===== src/rtl/ptp_local_clock.sv =====
// ptp_local_clock: free-running 80-bit PTP time-of-day counter with a
// trimmed per-cycle increment, hard time load, seconds pulse and sync flag.
module ptp_local_clock #(
  parameter logic [31:0] NOMINAL_INC_NS = 32'd4,
  parameter logic [31:0] NS_PER_SEC     = 32'd1_000_000_000,
  parameter logic [31:0] MAX_ADJ        = 32'h0100_0000
) (
  input  logic        i_clk,
  input  logic        i_rst,
  input  logic [79:0] i_clock_add_gap,
  input  logic        i_clock_add_gap_sign,
  input  logic        i_clock_add_gap_valid,
  input  logic [79:0] i_time_set,
  input  logic        i_time_set_valid,
  output logic [79:0] o_local_time,
  output logic [31:0] o_local_frac,
  output logic        o_pps,
  output logic        o_synced,
  output logic        o_adj_clamped
);

  localparam logic [63:0] NOMINAL_INC = {NOMINAL_INC_NS, 32'h0};

  typedef enum logic {
    UNSYNC = 1'b0,
    SYNC   = 1'b1
  } state_t;

  state_t      state;
  state_t      state_nxt;

  logic [47:0] sec;
  logic [31:0] ns;
  logic [31:0] frac;
  logic        pps;
  logic        clamped;
  logic [63:0] inc;

  logic        gap_clamp;
  logic [31:0] trim;
  logic [63:0] inc_new;

  logic [64:0] sum;
  logic [32:0] sum_ns;
  logic        rollover;
  logic [31:0] ns_wrapped;

  // Gap decode: an out-of-range gap (upper bits set or above MAX_ADJ)
  // saturates to MAX_ADJ and is flagged.
  always_comb begin
    gap_clamp = (i_clock_add_gap[79:32] != '0) || (i_clock_add_gap[31:0] > MAX_ADJ);
    trim      = gap_clamp ? MAX_ADJ : i_clock_add_gap[31:0];
    inc_new   = i_clock_add_gap_sign ? (NOMINAL_INC - {32'h0, trim})
                                     : (NOMINAL_INC + {32'h0, trim});
  end

  // Next-time computation: 65-bit add of {ns, frac} and inc, then ns rollover.
  always_comb begin
    sum        = {1'b0, ns, frac} + {1'b0, inc};
    sum_ns     = sum[64:32];
    rollover   = (sum_ns >= {1'b0, NS_PER_SEC});
    ns_wrapped = sum_ns[31:0] - NS_PER_SEC;
  end

  // Sync state register.
  always_ff @(posedge i_clk or negedge i_rst) begin
    if (!i_rst) state <= UNSYNC;
    else        state <= state_nxt;
  end

  // Sync next-state: any accepted load enters SYNC; only reset leaves it.
  always_comb begin
    state_nxt = state;
    if (i_time_set_valid) state_nxt = SYNC;
  end

  // Increment register and sticky clamp flag; each gap replaces the last.
  always_ff @(posedge i_clk or negedge i_rst) begin
    if (!i_rst) begin
      inc     <= NOMINAL_INC;
      clamped <= 1'b0;
    end else if (i_clock_add_gap_valid) begin
      inc     <= inc_new;
      clamped <= clamped | gap_clamp;
    end
  end

  // Time accumulator: a load overrides the increment for that cycle.
  always_ff @(posedge i_clk or negedge i_rst) begin
    if (!i_rst) begin
      sec  <= '0;
      ns   <= '0;
      frac <= '0;
      pps  <= 1'b0;
    end else if (i_time_set_valid) begin
      sec  <= i_time_set[79:32];
      ns   <= i_time_set[31:0];
      frac <= '0;
      pps  <= 1'b0;
    end else if (rollover) begin
      sec  <= sec + 48'd1;
      ns   <= ns_wrapped;
      frac <= sum[31:0];
      pps  <= 1'b1;
    end else begin
      ns   <= sum[63:32];
      frac <= sum[31:0];
      pps  <= 1'b0;
    end
  end

  assign o_local_time  = {sec, ns};
  assign o_local_frac  = frac;
  assign o_pps         = pps;
  assign o_synced      = (state == SYNC);
  assign o_adj_clamped = clamped;

endmodule


===== config.mk =====
export PLATFORM = sky130hd
export DESIGN_NAME = ptp_local_clock
export DESIGN_NICKNAME = d
export VERILOG_FILES = /design/src/rtl/ptp_local_clock.sv
export SDC_FILE = /design/constraint.sdc
export NUM_CORES = 1
export LEC_CHECK = 0
export CAP_MARGIN = 20
export CELL_PAD_IN_SITES_DETAIL_PLACEMENT = 0
export CELL_PAD_IN_SITES_GLOBAL_PLACEMENT = 1
export CORE_ASPECT_RATIO = 0.6
export CORE_UTILIZATION = 40
export CTS_BUF_LIST = sky130_fd_sc_hd__clkbuf_8
export DETAILED_ROUTE_END_ITERATION = 7
export PLACE_DENSITY_LB_ADDON = 0.2
export SYNTH_ARGS = -nofsm -noshare
export SYNTH_HDL_FRONTEND = slang
export SYNTH_SLANG_ARGS = --single-unit

===== constraint.sdc =====
create_clock -name i_clk -period 13.8 [get_ports i_clk]
set_clock_uncertainty 0.2 [all_clocks]
set_input_delay 2.76 -clock i_clk [delete_from_list [all_inputs] [get_ports i_clk]]
set_output_delay 2.76 -clock i_clk [all_outputs]
set_load 0.01 [all_outputs]

# ---- Word level (Yosys, flattened, before mapping)
# Cells that the tools add are included.
dict set report op_classes {
  n_addsub 5
  multipliers 0
  div_mod_pow 0
  n_lt_le_gt_ge 2
  eq_ne 0
  shift 0
  mux 9
  bitwise 1
  n_reduce_logical 3
}
# operator n
set op_table {}
lappend op_table {{$mux 32} 4}
lappend op_table {{$mux 48} 2}
lappend op_table {{$add 64x64->65} 1}
lappend op_table {{$mux 64} 1}
lappend op_table {{$add 48x1->48 const B} 1}
lappend op_table {{$reduce_bool 48->1} 1}
lappend op_table {{$add 35x32->36 const A} 1}
lappend op_table {{$sub 35x32->36 const A} 1}
lappend op_table {{$ge 33x30->1 const B} 1}
lappend op_table {{$gt 32x25->1 const B} 1}
lappend op_table {{$sub 32x30->32 const B} 1}
lappend op_table {{$mux 1} 2}
lappend op_table {{$reduce_bool 2->1} 1}
lappend op_table {{$logic_or 1x1->1} 1}
lappend op_table {{$or 1x1->1} 1}
dict set report totals {
  ff_bits 179
  latch_bits 0
  ramBits 0
  rom_bits 0
  inputBits 165
  output_inout_bits 115
  wordCells 27
  memories 0
}

# ---- Depth between registers and ports, before layout
# Gate-level depths: netlist of run 1.
dict set report logic_depth {
  ltp_word 5
  depth_mapped 19
  mapped_depth_nobuf 17
}

# ---- Worst setup path after synthesis of run 1
# OpenSTA, ideal clock, no wires.
dict set report synth_timing {
  path_type {input port to flip-flop}
  start {input port i_clock_add_gap[8]}
  end {register inc[18]}
  setup_time_ns 0.125
  arrival_ns 6.318
  required_time_ns 13.475
  setup_slack_ns 7.157
  stages 17
  path_buffers 2
  path_cell_list {or4_1 nor3_1 nand2_1 nor2_1 nand2_1 or2_2 a21boi_0 clkbuf_1 clkbuf_1 nand2_1 ha_1 a21boi_0 o21ai_0 and2_1 mux2i_1 a21oi_1 mux2_2}
}
dict set report synth_between {
  elab_chain_len 5
  elab_cells_between_ends 6
  classes_between {2 x add/sub; 1 x order compare; 2 x mux; 1 x reduce/logical}
}
# element line_no
set synth_rtl {}
lappend synth_rtl {{from (decl)} 10} ;# input logic [79:0] i_clock_add_gap,
lappend synth_rtl {{$gt 32x25->1} 51} ;# gap_clamp = (i_clock_add_gap[79:32] != '0) || (i_clock_add_gap[31:0] > MAX_ADJ);
lappend synth_rtl {{$logic_or 1x1->1} 51}
lappend synth_rtl {{$mux 32 *} 52} ;# trim = gap_clamp ? MAX_ADJ : i_clock_add_gap[31:0];
lappend synth_rtl {{$add 35x32->36 / $sub 35x32->36 (equally long branches)} {54, 53}}
lappend synth_rtl {{$mux 64 *} 53} ;# inc_new = i_clock_add_gap_sign ? (NOMINAL_INC - {32'h0, trim})
lappend synth_rtl {{to (signal assigned)} 83} ;# inc <= inc_new;
lappend synth_rtl {{to (decl)} 37} ;# logic [63:0] inc;
# Mark *: on every way between the ends. The rest lies on a longest branch, timed or not.
# A chain may end at the register's enable or synchronous reset.

# ---- Worst setup path in the final report of run 1
dict set report layout_timing {
  start {input port i_clock_add_gap[8]}
  end {register inc[32]}
}
# Same word-level chain as after synthesis.

==> out/qor.yml, run 1 <==
worst_setup_path:
  reg2reg_depth: 17
  crit_required_ns: 14.04
  start_kind: "input pin"
  crit_type: "in -> reg"
  cp_max_fo: 21
  timing.rr.start: "o_local_frac[27]"
  end_kind: "flip-flop"
  critical_path_arrival_ns: 7.08
  reg2reg_to: "sec[44]"
  rrSetupSlack_ns: 7.91
global_routing:
  grt_max_degree: 103
  grt_pass1_wl_um: 57280
  grt_overflow: 0
  antenna_found_initial: 0
  gr-usage-all-layers: 0.2645
  grt_pass1_vias: 9973
clock_network:
  cts_root_buf: "clkbuf_8"
  cts_tree: "yes"
  cts_buffer_depth: 2
  cts-resized-gates: 0
  clk_pin_slew_worst_paths_ns: 0.09
  holdBufCountCts: 0
  clock_latency_ns: 0.51
  clock_sinks: 150
  cts_buffers: 17
  cts_setup_buffers: 0
  h-tree-depth: 4
placement:
  dp_slack_ns: 6.505
  place.gp.congestion: 0.9061
  io_buffers: 279
  dpl.cell_count: 1892
  dpl-instance-area_um2: 13850
  place_hpwl_um: 27850
layout:
  drive_gt1_frac: 0.05556
  area_delta_synth_final_pct: 32.42
  finalNonFillerCells: 1926
  final_area_um2: 14300
  fin_nets: 1757
  num-fill-cells: 2496
  fin_util: 0.5401
  n_antenna_cell: 0
synth:
  synth_edf_count: 0
  synthesis.nets: 1512
  syn_avg_cell_area_um2: 8.256
  synth_top_area_frac: 0.3453
  synth.most_common_cell: "nand2_1"
  netlist-cell-type-count: 72
  synth_commonest_cells: "nand2_1 (192), dfrtp_1 (149), nor2_1 (111)"
  syn-instance-count: 1308
  synth_seq_cells: 150
  netlist_area_um2: 10800
  ys_seq_area_frac: 0.3477
  synth_ff_type: "dfrtp_1"
  ys_warn_count: 0
  synthTopCellsByArea: "dfrtp_1 (35%), xnor2_1 (6.9%), nand2_1 (6.7%), o21ai_0 (4.8%), a21oi_1 (4.4%)"
  synth.largest_area_cell: "dfrtp_1"
  synthArstFlopShare: 1.000
drt:
  wl_um: 36700
  wl_met1_um: 18900
  wl_met2_um: 15170
  viasPerCell: 5.604
  first_pass_iters: 6
  highest_layer: "met4"
  dr_wl_met3_um: 2215
  routedWlPerCell_um: 19.05
  drc: 0
  vias: 10794
  drt-initial-drc-count: 1016
  drtAntennaViolNets: 0
flow_run:
  cap_violations: 0
sta:
  period_share: 0.4958
  timing.setup.tns_ns: 0
  setup_viol: 0
  maxSlewViolCount: 0
  fin_ws_ns: 6.958
  finalCriticalPeriod_ns: 6.842
  rsz0062_at_grt: "no"
  relSlewSlack: 0.3337
  final_hold_viol_count: 0
  fmax_ghz: 0.1462
  worst_pin_slew_ns: 0.9994
  whs_ns: 0.2717
pwr:
  leakagePower_nw: 5.549
  power.density_nw_per_um2: 119.0
  total_power_mw: 1.702
  peakVddDrop_uv: 81.32
floorplan:
  initial_core_util: 0.4079
  ios: 280
  core_area_um2: 26480
  die_h_um: 129.3
  rows: 46
  dieArea_um2: 27680
  die-width_um: 214.1
min_path:
  min_to: "o_synced"
  hold_path.class: "reg -> reg"
  hold_depth: 1
  hold_start: "o_synced"
run_status:
  status: "finished, final reports clean"
-- state kept, by name, indices dropped and copies added (netlist names) --
signal         cells
o_adj_clamped      1
sec               48
inc               35
ns                32
o_local_frac      32
o_synced           1
o_pps              1
-- how the worst max path moves through the flow --
stage | startpoint | end | slack (ns) | cells after the start
finish | i_clock_add_gap[8] | inc[32] | 6.96 | 16
global route | i_clock_add_gap[8] | inc[24] | 6.63 | 16
CTS | i_clock_add_gap[8] | inc[24] | 7.07 | 16
detailed placement | i_clock_add_gap[8] | inc[24] | 6.50 | 16
global placement | i_clock_add_gap[8] | inc[24] | 6.60 | 16
floorplan | i_clock_add_gap[8] | inc[18] | 7.16 | 17
-- critical path, stage by stage --
cell,delay [ns]
clkdlybuf4s50_1,0.51
or4_1,0.64
nor3_1,0.35
nand2_1,0.17
nor2_1,0.14
nand2_1,0.12
or2_2,0.35
a21boi_1,0.16
buf_4,0.26
nand2_1,0.10
ha_1,0.29
a21boi_0,0.21
o21ai_0,0.33
nor2_1,0.08
a21oi_1,0.44
a21o_1,0.14
-- report_power, final --
group	switching, mW	leakage [nW]	internal [mW]	total, mW
sequential	0.0936	1.86	0.503	0.596
clock	0.196	0.216	0.186	0.382
combinational	0.399	3.48	0.325	0.724
-- per-layer routing --
metal  vias up  GRT usage
met5         -          0
met4         0    0.05840
met3        25    0.05329
met2       343     0.3631
met1      5205     0.4168
li1       5221          -
-- placed cells by master, fill, tap and decap left out, drive strengths merged, types with 18 or more instances in the layout --
cell             n
nand3           38
xnor2           86
xor2            38
a211oi          21
nor4            20
nor2           111
clkdlybuf4s50  277
and3            18
nand4           36
clkbuf          20
inv             38
nand2          193
nor3            29
ha              38
dfrtp          149
a21oi           96
o21ai          113
-- area by class of cell --
type	count	area, µm²	share of cell area
timing repair buffer	289	2882	0.2015
tap	360	450.4	0.03150
multi-input combinational	1063	6673	0.4666
clock inverter	14	172.7	0.01207
clock buffer	18	247.7	0.01732
sequential	150	3755	0.2626
inverter	32	120.1	0.008400
-- kinds of logic (layout without fill, tap and decap cells) --
family                     Yosys count  count (layout)  synth area share
muxes                               22              22           0.02167
buffers and inverters               95             353           0.03441
and+or+nand+nor                    506             506            0.2191
adders and majority gates           39              39           0.04588
xor gates and xnor gates           124             124            0.1013
AOI/OAI and AO/OA                  372             372            0.2300
DFF                                150             150            0.3477
(Power assumes the default switching activity.)
==> inputs of run 2 (changes only) <==
Settings changed: CORE_UTILIZATION 40 to 37.
Clock period 13.8 ns to 7 ns, I/O delays scaled along.
==> run 2 against run 1 <==
Effect of this change:
- clock power is 100% higher
- via count increased by 1.0%
- critical path depth is 1 lower
- utilization is 4.1 points lower
- power up 99%
- sequential power is 98% higher
- combinational power up 98%
- final area rose by 0.30%
- die area up 8.0%
- routed wire length is 1.9% higher
- largest power group unchanged
==> out/qor.yml, run 2 (synthesis results as in run 1) <==
clock_network:
  holdBufCountCts: 0
  cts-resized-gates: 0
  cts_tree: "yes"
  clock_sinks: 150
  clock_latency_ns: 0.50
  clk_pin_slew_worst_paths_ns: 0.09
  cts_setup_buffers: 0
  cts_buffers: 17
  h-tree-depth: 4
  cts_root_buf: "clkbuf_8"
  cts_buffer_depth: 2
floorplan:
  die-width_um: 222.6
  ios: 280
  core_area_um2: 28710
  rows: 48
  dieArea_um2: 29900
  initial_core_util: 0.3762
  die_h_um: 134.3
sta:
  rsz0062_at_grt: "no"
  maxSlewViolCount: 0
  fmax_ghz: 0.1776
  finalCriticalPeriod_ns: 5.630
  period_share: 0.8042
  final_hold_viol_count: 0
  setup_viol: 0
  timing.setup.tns_ns: 0
  relSlewSlack: 0.2744
  worst_pin_slew_ns: 1.085
drt:
  drc: 0
  first_pass_iters: 6
  routedWlPerCell_um: 19.24
  wl_um: 37400
  drt-initial-drc-count: 995
  vias: 10906
  drtAntennaViolNets: 0
  viasPerCell: 5.610
layout:
  largest_register_ffs: 48
  final_area_um2: 14340
  drive_gt1_frac: 0.05736
  num-fill-cells: 2833
  area_delta_synth_final_pct: 32.81
  layout_commonest_cell: "clkdlybuf4s50_1"
  multiInputGateArea_um2: 6673
  largestRegisters: "sec: 48 flops, inc: 35 flops"
  n_antenna_cell: 0
  fin_util: 0.4996
  top_register: "sec"
  fin_nets: 1760
  layout_common_cells: "clkdlybuf4s50_1 (277), nand2_1 (192), dfrtp_1 (149), nor2_1 (111), o21ai_0 (104)"
  regArea_um2: 3755
worst_setup_path:
  cp_max_fo: 18
  critical_path_arrival_ns: 5.82
  end_kind: "flip-flop"
  start_kind: "flip-flop"
  crit_type: "reg -> reg"
  crit_required_ns: 7.19
  timing.rr.start: "inc[0]"
  cp-startpoint: "inc[0]"
min_path:
  hold_start: "o_synced"
  hold_path.class: "reg -> reg"
pwr:
  p_sw_frac: 0.4016
  clkPwrFrac: 0.228
  power.internal_mw: 2.022
  peakVddDrop_uv: 196.1
  power.density_nw_per_um2: 235.6
  p_seq_frac: 0.350
  leakagePower_nw: 5.551
  total_power_mw: 3.380
  p_comb_frac: 0.422
  switchingPower_mw: 1.357
global_routing:
  antenna_found_initial: 1
  gr-usage-all-layers: 0.2489
  grt_pass1_vias: 10116
  grt_pass1_wl_um: 58160
  grt_overflow: 0
  grt_max_degree: 94
flow_run:
  cap_violations: 0
placement:
  place_hpwl_um: 28820
  io_buffers: 279
  dpl-instance-area_um2: 13910
  place.gp.congestion: 0.8917
run_status:
  status: "finished, final reports clean"
-- run 2: area by class of cell --
type | instances | share of cell area
clock inverters | 15 | 0.01413
flip-flops and latches | 150 | 0.2618
repair buffers | 292 | 0.2014
well taps | 375 | 0.03271
multi-input cells | 1063 | 0.4652
inverters | 32 | 0.008375
clock buffers | 17 | 0.01631
-- run 2: power groups by stage --
| stage | sequential [mW] | combinational, mW | clock, mW |
|---|---|---|---|
| 2_1_floorplan | 1.18 | 0.773 | 0 |
| 3_3_place_gp | 1.19 | 1.40 | 0 |
| 3_5_place_dp | 1.19 | 1.40 | 0 |
| 4_1_cts | 1.18 | 1.41 | 0.792 |
| 5_1_grt | 1.20 | 1.55 | 0.820 |
| 6_report | 1.18 | 1.43 | 0.770 |
-- run 2: stage by stage --
| step | worst slack (ns) | hold WS [ns] | std cells |
|---|---|---|---|
| 5_1_grt | 1.041 | 0.3125 | 1944 |
| 3_3_place_gp | 1.153 | 0.2491 | 1912 |
| 3_5_place_dp | 0.9872 | 0.2549 | 1912 |
| 2_1_floorplan | 1.717 | 0.2570 | 1308 |
| 4_1_cts | 1.515 | 0.2771 | 1944 |
| 6_report | 1.370 | 0.2815 | 1944 |
-- run 2: final timing paths --
check / end / cells past startpoint / slack, ns
worst max register to register: sec[44] / 15 / 1.37
worst min-delay path: o_synced / 1 / 0.28
max in group asynchronous: ns[7] / 2 / 4.38
min in group asynchronous: sec[11] / 1 / 0.75
worst min register to register: o_synced / 1 / 0.28
worst max-delay path: sec[44] / 15 / 1.37
-- run 2: worst max-delay path, cell delays in order (launching register included) --
cell	delay, ns
dfrtp_1	0.42
ha_1	0.22
fa_1	0.40
a21o_1	0.20
a31o_2	0.27
a21oi_2	0.46
nor3_1	0.25
o211ai_1	0.70
xnor2_1	0.24
nor4_1	0.41
nand4_1	0.16
nor4_2	0.29
o21ai_4	0.25
a2111oi_0	0.61
xor2_1	0.13
mux2_2	0.28
-- run 2: per-layer routing --
metal | up-vias | global-route usage | share of wire
met4 | 0 | 0.06284 | 0.013
met2 | 348 | 0.3443 | 0.41
met5 | - | 0 | 0
li1 | 5232 | - | -
met1 | 5294 | 0.3863 | 0.51
met3 | 32 | 0.04973 | 0.063
